**config.mk**
```make
export PLATFORM = sky130hd
export DESIGN_NAME = exc_sequencer
export DESIGN_NICKNAME = d
export VERILOG_FILES = /design/src/rtl/exc_sequencer.sv
export SDC_FILE = /design/constraint.sdc
export NUM_CORES = 1
export LEC_CHECK = 0
export CAP_MARGIN = 15
export CORE_MARGIN = 1
export CORE_UTILIZATION = 24
export DETAILED_ROUTE_END_ITERATION = 16
export PLACE_DENSITY = 0.54
export SYNTH_ARGS = -nofsm -noshare
export SYNTH_HDL_FRONTEND = slang
export SYNTH_SLANG_ARGS = --single-unit
```
**constraint.sdc**
```tcl
create_clock -name clk -period 2.09 [get_ports clk]
set_input_delay 0.3135 -clock clk [delete_from_list [all_inputs] [get_ports clk]]
set_output_delay 0.3135 -clock clk [all_outputs]
set_load 0.01 [all_outputs]
```
**src/rtl/exc_sequencer.sv**
```systemverilog
// exc_sequencer: arbitrates memory-stage faults and external interrupts and
// drives a one-hot exception code that the control unit uses to redirect the
// pipeline. All outputs are registered. The saved resume PC is held in epc.
//
//   state | meaning
//   ------+-----------------------------------------------------------
//   IDLE  | waiting; accepts mem_err > stack_err > interrupt (not stalled)
//   FAULT | drives latched fault code for HOLD_CYCLES cycles
//   INT1  | drives interrupt phase 1 (4'b0100) for one cycle
//   INT2  | drives interrupt phase 2 (4'b1000) and int_ack for one cycle
//   GAP   | exceptions = 0 for one cycle before returning to IDLE
module exc_sequencer #(
  parameter int PC_W        = 32,
  parameter int HOLD_CYCLES = 2
) (
  input  logic            clk,
  input  logic            reset,
  input  logic            stack_err,
  input  logic            mem_err,
  input  logic            int_req,
  input  logic [PC_W-1:0] err_pc,
  input  logic [PC_W-1:0] cur_pc,
  input  logic            stall,
  output logic [3:0]      exceptions,
  output logic [PC_W-1:0] epc,
  output logic            busy,
  output logic            int_ack,
  output logic            fault_lost
);

  typedef enum logic [2:0] {IDLE, FAULT, INT1, INT2, GAP} state_t;

  localparam logic [2:0] HOLD_INIT = 3'(HOLD_CYCLES);

  state_t     state;
  logic [2:0] hold_cnt;
  logic       int_req_q;
  logic       int_pend;
  logic       int_edge;
  logic       fault_in;

  assign int_edge = int_req & ~int_req_q;
  assign fault_in = stack_err | mem_err;

  // Registered copy of int_req for rising-edge detection.
  always_ff @(posedge clk or posedge reset) begin
    if (reset) int_req_q <= 1'b0;
    else       int_req_q <= int_req;
  end

  // Sequencer FSM with registered outputs and pending-interrupt bookkeeping.
  always_ff @(posedge clk or posedge reset) begin
    if (reset) begin
      state      <= IDLE;
      hold_cnt   <= 3'd0;
      int_pend   <= 1'b0;
      exceptions <= 4'b0000;
      epc        <= '0;
      busy       <= 1'b0;
      int_ack    <= 1'b0;
      fault_lost <= 1'b0;
    end else begin
      // While a sequence runs, faults are dropped and interrupt edges queue up.
      if (state != IDLE) begin
        if (fault_in) fault_lost <= 1'b1;
        if (int_edge) int_pend   <= 1'b1;
      end

      case (state)
        IDLE: begin
          if (fault_in) begin
            exceptions <= mem_err ? 4'b0010 : 4'b0001;
            epc        <= err_pc;
            hold_cnt   <= HOLD_INIT;
            state      <= FAULT;
            busy       <= 1'b1;
            if (mem_err && stack_err) fault_lost <= 1'b1;
            if (int_edge)             int_pend   <= 1'b1;
          end else if ((int_pend || int_edge) && !stall) begin
            exceptions <= 4'b0100;
            epc        <= cur_pc;
            int_pend   <= 1'b0;
            state      <= INT1;
            busy       <= 1'b1;
          end else if (int_edge) begin
            int_pend <= 1'b1;
          end
        end
        FAULT: begin
          hold_cnt <= hold_cnt - 3'd1;
          if (hold_cnt == 3'd1) begin
            exceptions <= 4'b0000;
            state      <= GAP;
          end
        end
        INT1: begin
          exceptions <= 4'b1000;
          int_ack    <= 1'b1;
          state      <= INT2;
        end
        INT2: begin
          exceptions <= 4'b0000;
          int_ack    <= 1'b0;
          state      <= GAP;
        end
        GAP: begin
          busy  <= 1'b0;
          state <= IDLE;
        end
        default: begin
          exceptions <= 4'b0000;
          int_ack    <= 1'b0;
          busy       <= 1'b0;
          state      <= IDLE;
        end
      endcase
    end
  end

endmodule

```
; After elaboration in Yosys (flattened, before gate mapping)
; Index checks and enable logic that the tools add are counted.
[word_totals]
romBits = 0
mem_count = 0
out_inout_bits = 39
latchBits = 0
wordCells = 66
ff_bits = 47
in_bits = 70
ram_bits = 0
[op_classes]
bitwise = 5
shifts = 0
div = 0
multipliers = 0
reduce_logical = 15
eq_ne = 8
magnitude_cmp = 0
mux = 28
addsub = 1
[ops]
columns = op, n
row1 = $mux W32, 2
row2 = $pmux W4 S4, 1
row3 = $mux W1, 13
row4 = $mux W3, 4
row5 = $mux W4, 3
row6 = $pmux W3 S4, 1
row7 = $reduce_and A2 Y1, 4
row8 = $eq A3 B1 Y1 const B, 2
row9 = $eq A3 B2 Y1 const B, 2
row10 = $pmux W3 S2, 1
row11 = $reduce_or A3 Y1, 2
row12 = $ne A2 B2 Y1 const B, 2
row13 = $pmux W1 S2, 2
row14 = $reduce_bool A2 Y1, 2
row15 = $eq A3 B3 Y1 const B, 1
row16 = $logic_not A3 Y1, 1
row17 = $ne A3 B3 Y1 const B, 1
row18 = $not A1 Y1, 3
row19 = $reduce_and A3 Y1, 1
row20 = $reduce_bool A3 Y1, 1
row21 = $sub A3 B1 Y3 const B, 1
row22 = $logic_and A1 B1 Y1, 2
row23 = $mux W2, 1
row24 = $and A1 B1 Y1, 1
row25 = 3 further kinds, 3

; Depth between registers and ports, before layout
[depth]
ltp_word = 8
depth_mapped = 6
depth_no_buf = 6

; Worst setup path before layout
; No wires, ideal clock.
[synth_path]
path_type = reg2reg
startpoint = reg state[1]
endpoint = reg epc[26]
stages_incl_launch_ff = 6
arrival_ns = 1.395
slack_ns = 0.550
path_buffers = 1
period_less_slack_ns = 1.540
setup_ns = 0.145
required_time_ns = 1.945
cell_sequence = dfrtp_1 nor3_1 o31ai_4 buf_6 nand2_1 o21ai_0
[synth_via]
elab_chain_cells = 2
[synth_lines]
columns = element, line_no
row1 = start: declaration, 35  ; state_t state;
row2 = start signal: assignment, 54  ; state <= IDLE;
row3 = start signal: assignment, 75  ; state <= FAULT;
row4 = start signal: assignment, 83  ; state <= INT1;
row5 = $logic_not A3 Y1, 69  ; case (state)
row6 = $reduce_and A2 Y1 (no source line), -
row7 = end signal: assignment, 73  ; epc <= err_pc;
row8 = end signal: assignment, 81  ; epc <= cur_pc;
row9 = end: declaration, 25  ; output logic [PC_W-1:0] epc,
; Every way passes these cells.
; A chain may end at the register's enable or synchronous reset.

; Final worst setup path
[layout_path]
startpoint = in stack_err
endpoint = reg epc[10]
[layout_via]
elab_chain_cells = 3
word_cells_on_any_way = 4
cone_classes = mux: 1 / bitwise: 1 / reduce/logical: 2
[layout_lines]
columns = element, line_no
row1 = start: declaration, 18  ; input logic stack_err,
row2 = $or A1 B1 Y1 *, 43  ; assign fault_in = stack_err | mem_err;
row3 = $reduce_bool A2 Y1 (no source line), -
row4 = $reduce_and A2 Y1 (no source line), -
; Every way passes the cells marked *; elsewhere a longest branch is shown, timed or not.

==> flow_summary.ini <==
[drt]
viasPerCell = 4.318
drcViolationCount = 0
first_pass_iters = 4
vias = 1861
drt_iter0_markers = 42
ant_nets = 0
drt-total-wl_um = 5194
wl_per_cell_um = 12.05

[logic_synthesis]
synth_cells = 209
synth.cell_area_um2 = 2241
synth_top_cell_by_area = dfrtp_1
synth.avg_cell_area_um2 = 10.72
ys_types = 35
synth_edf_count = 0
synth_top_area_share_pct = 52.48
async_reset_ff_share_pct = 100.0
yosysWarningCount = 0
synth.top_cells.by_count = dfrtp_1 (47), nand2_1 (33), o21ai_0 (33)
ys_seq_elements = 47
synth_flop_cell = dfrtp_1
ys_top_cells_by_area = dfrtp_1 (52%), mux2i_1 (14%), o21ai_0 (7.4%), nand2_1 (5.5%), buf_6 (3.5%)
synth_fp_nets = 281
synth.most_common_cell = dfrtp_1
yosysSeqAreaShare_pct = 52.48

[pwr]
peakVddDrop_mv = 0.3644
pwr_density_cell_nw_per_um2 = 1152
switchingPower_mw = 1.365
p_leak_nw = 1.678
clockPowerShare_pct = 15.6
p_int_mw = 2.758
p_seq_share_pct = 37.1
p_total_mw = 4.123
p_sw_share_pct = 33.10
combPwrFrac_pct = 47.3

[critical_path]
crit_path_end_kind = register
required_ns = 2.27
critPathKind = input port to register
r2r_setup_slack_ns = 0.56
worstPathCellList = clkdlybuf4s50_1, or2_2, o31ai_4, buf_12, o21ai_0
cp_max_fo = 34
cpPeakStageDelay_ns = 0.41
worstPathArrival_ns = 1.79
critPathLaunchType = input port
critPathSlowestCell = clkdlybuf4s50_1

[timing]
max_freq_mhz = 623.2
period_share_pct = 76.78
slew_headroom_pct = 67.62
fin_hold_ws_ns = 0.3195
rsz0062_at_grt = no
setup_viol = 0
finalHoldViolCount = 0
tightest_slew_ns = 0.4819
skew_ns = 0.01094
post-route-min-period_ns = 1.605
slew_viol_final = 0
tns_ns = 0

[final_layout]
final_core_util_pct = 40.25
area_delta_synth_final_pct = 59.69
drive_above_1_share_pct = 6.192
fin_nets = 395
nFillCells = 878
diodes = 0

[global_route]
antenna_found_initial = 0
grt_use_total_pct = 11.28
grt_max_degree = 35
grt_pass1_wl_um = 8652
grt_overflow = 0
grt_pass1_vias = 1839

[floorplanning]
ioPinCount = 109
initial_core_util_pct = 25.20
core-area_um2 = 8891
dieArea_um2 = 9728
die-width_um = 98.63
num_rows = 34
die_h_um = 98.63

[clocking]
post_cts_resized = 0
clkTransAtPathRegs_ns = 0.09
cts-root-buf = clkbuf_8
cts_hold_buffers = 0
h-tree-depth = 2
cts_setup_buffers = 0
clockBufferDepth = 2
cts-buffers-inserted = 5
cts_tree = built
clock_sinks = 47
insertion_delay_ns = 0.29

[place]
io_buffers = 108
post-dp-hpwl_um = 4065
gp_congestion = 0.7052

[run_status]
status = finished, final reports clean

[worst_hold_path]
hp-class = input port to asynchronous set/reset pin

[job]
cap_violations = 0
[metal layers]
metal	track usage, %	vias to the layer above	part of all wire, %
met3	4.894	2	8.0
li1	-	959	-
met5	0	-	0
met1	13.09	841	44
met4	2.755	0	0.29
met2	19.18	59	47
[metrics by stage]
step	area, um2	std cells	setup WS, ns
floorplan	2241	209	0.5499
global placement	3472	424	0.1704
detailed placement	3472	424	0.1511
CTS	3578	431	0.4775
global route	3578	431	0.4076
finish	3578	431	0.4854
[final cells by class]
| class | count | area (um2) | share of cell area, % |
|---|---|---|---|
| clock buffers | 5 | 68.82 | 1.923 |
| clock inverters | 2 | 37.54 | 1.049 |
| inverters | 6 | 22.52 | 0.6294 |
| multi-input cells | 145 | 944.7 | 26.40 |
| flip-flops and latches | 47 | 1176 | 32.87 |
| well taps | 108 | 135.1 | 3.776 |
| repair buffers | 118 | 1194 | 33.36 |
[power by group through the flow]
stage          Sequential, mW  Combinational, mW  Clock (mW)
3_5_place_dp             1.55               1.99           0
4_1_cts                  1.54               1.99       0.680
5_1_grt                  1.59               2.16       0.721
2_1_floorplan            1.70              0.806           0
3_3_place_gp             1.54               1.97           0
6_report                 1.53               1.95       0.643
[worst max-delay path, delay by kind of cell]
| family | cells | cell delay, ns |
|---|---|---|
| AOI/OAI and AO/OA | 2 | 0.47 |
| buffers and inverters | 2 | 0.63 |
| and+or+nand+nor | 1 | 0.36 |
[logic make-up (layout without fill, tap and decap cells)]
kind of cell,count (synthesis),in the layout,synth area share (%)
AOI/OAI and AO/OA,54,54,14.80
DFF,47,47,52.48
and+or+nand+nor,57,57,11.95
muxes,32,32,14.29
buffers and inverters,17,131,5.360
adders and majority gates,2,2,1.117
[worst paths after layout]
check                           start       endpoint  depth (start not counted)
min reg2reg                fault_lost     fault_lost                          1
max reg2reg                  state[1]         epc[2]                          5
min in group clk           fault_lost     fault_lost                          1
min                             reset        epc[16]                          2
max in group asynchronous       reset  exceptions[0]                          3
max                         stack_err        epc[10]                          5
[cell usage in the layout, fill, tap and decap left out, types with 2 or more instances in the layout]
cell / netlist / final
dfrtp_1: 47 / 47
a221o_1: 2 / 2
buf_4: 0 / 7
clkbuf_8: 0 / 5
buf_12: 0 / 3
o21ai_0: 33 / 33
ha_1: 2 / 2
clkdlybuf4s50_1: 0 / 108
nor2b_1: 2 / 2
a21oi_1: 5 / 5
nor2_1: 5 / 5
a21o_1: 3 / 3
and3_1: 3 / 3
inv_1: 6 / 5
nand2_1: 33 / 33
nand2b_1: 5 / 5
o21bai_1: 2 / 2
mux2i_1: 32 / 32
[sequential cells by signal, summed over array words and instances (netlist names)]
register,cells
busy,1
epc,32
exceptions,4
fault_lost,1
hold_cnt,3
int_ack,1
int_pend,1
int_req_q,1
state,3
Note: power is estimated with default switching activity, not from simulation.
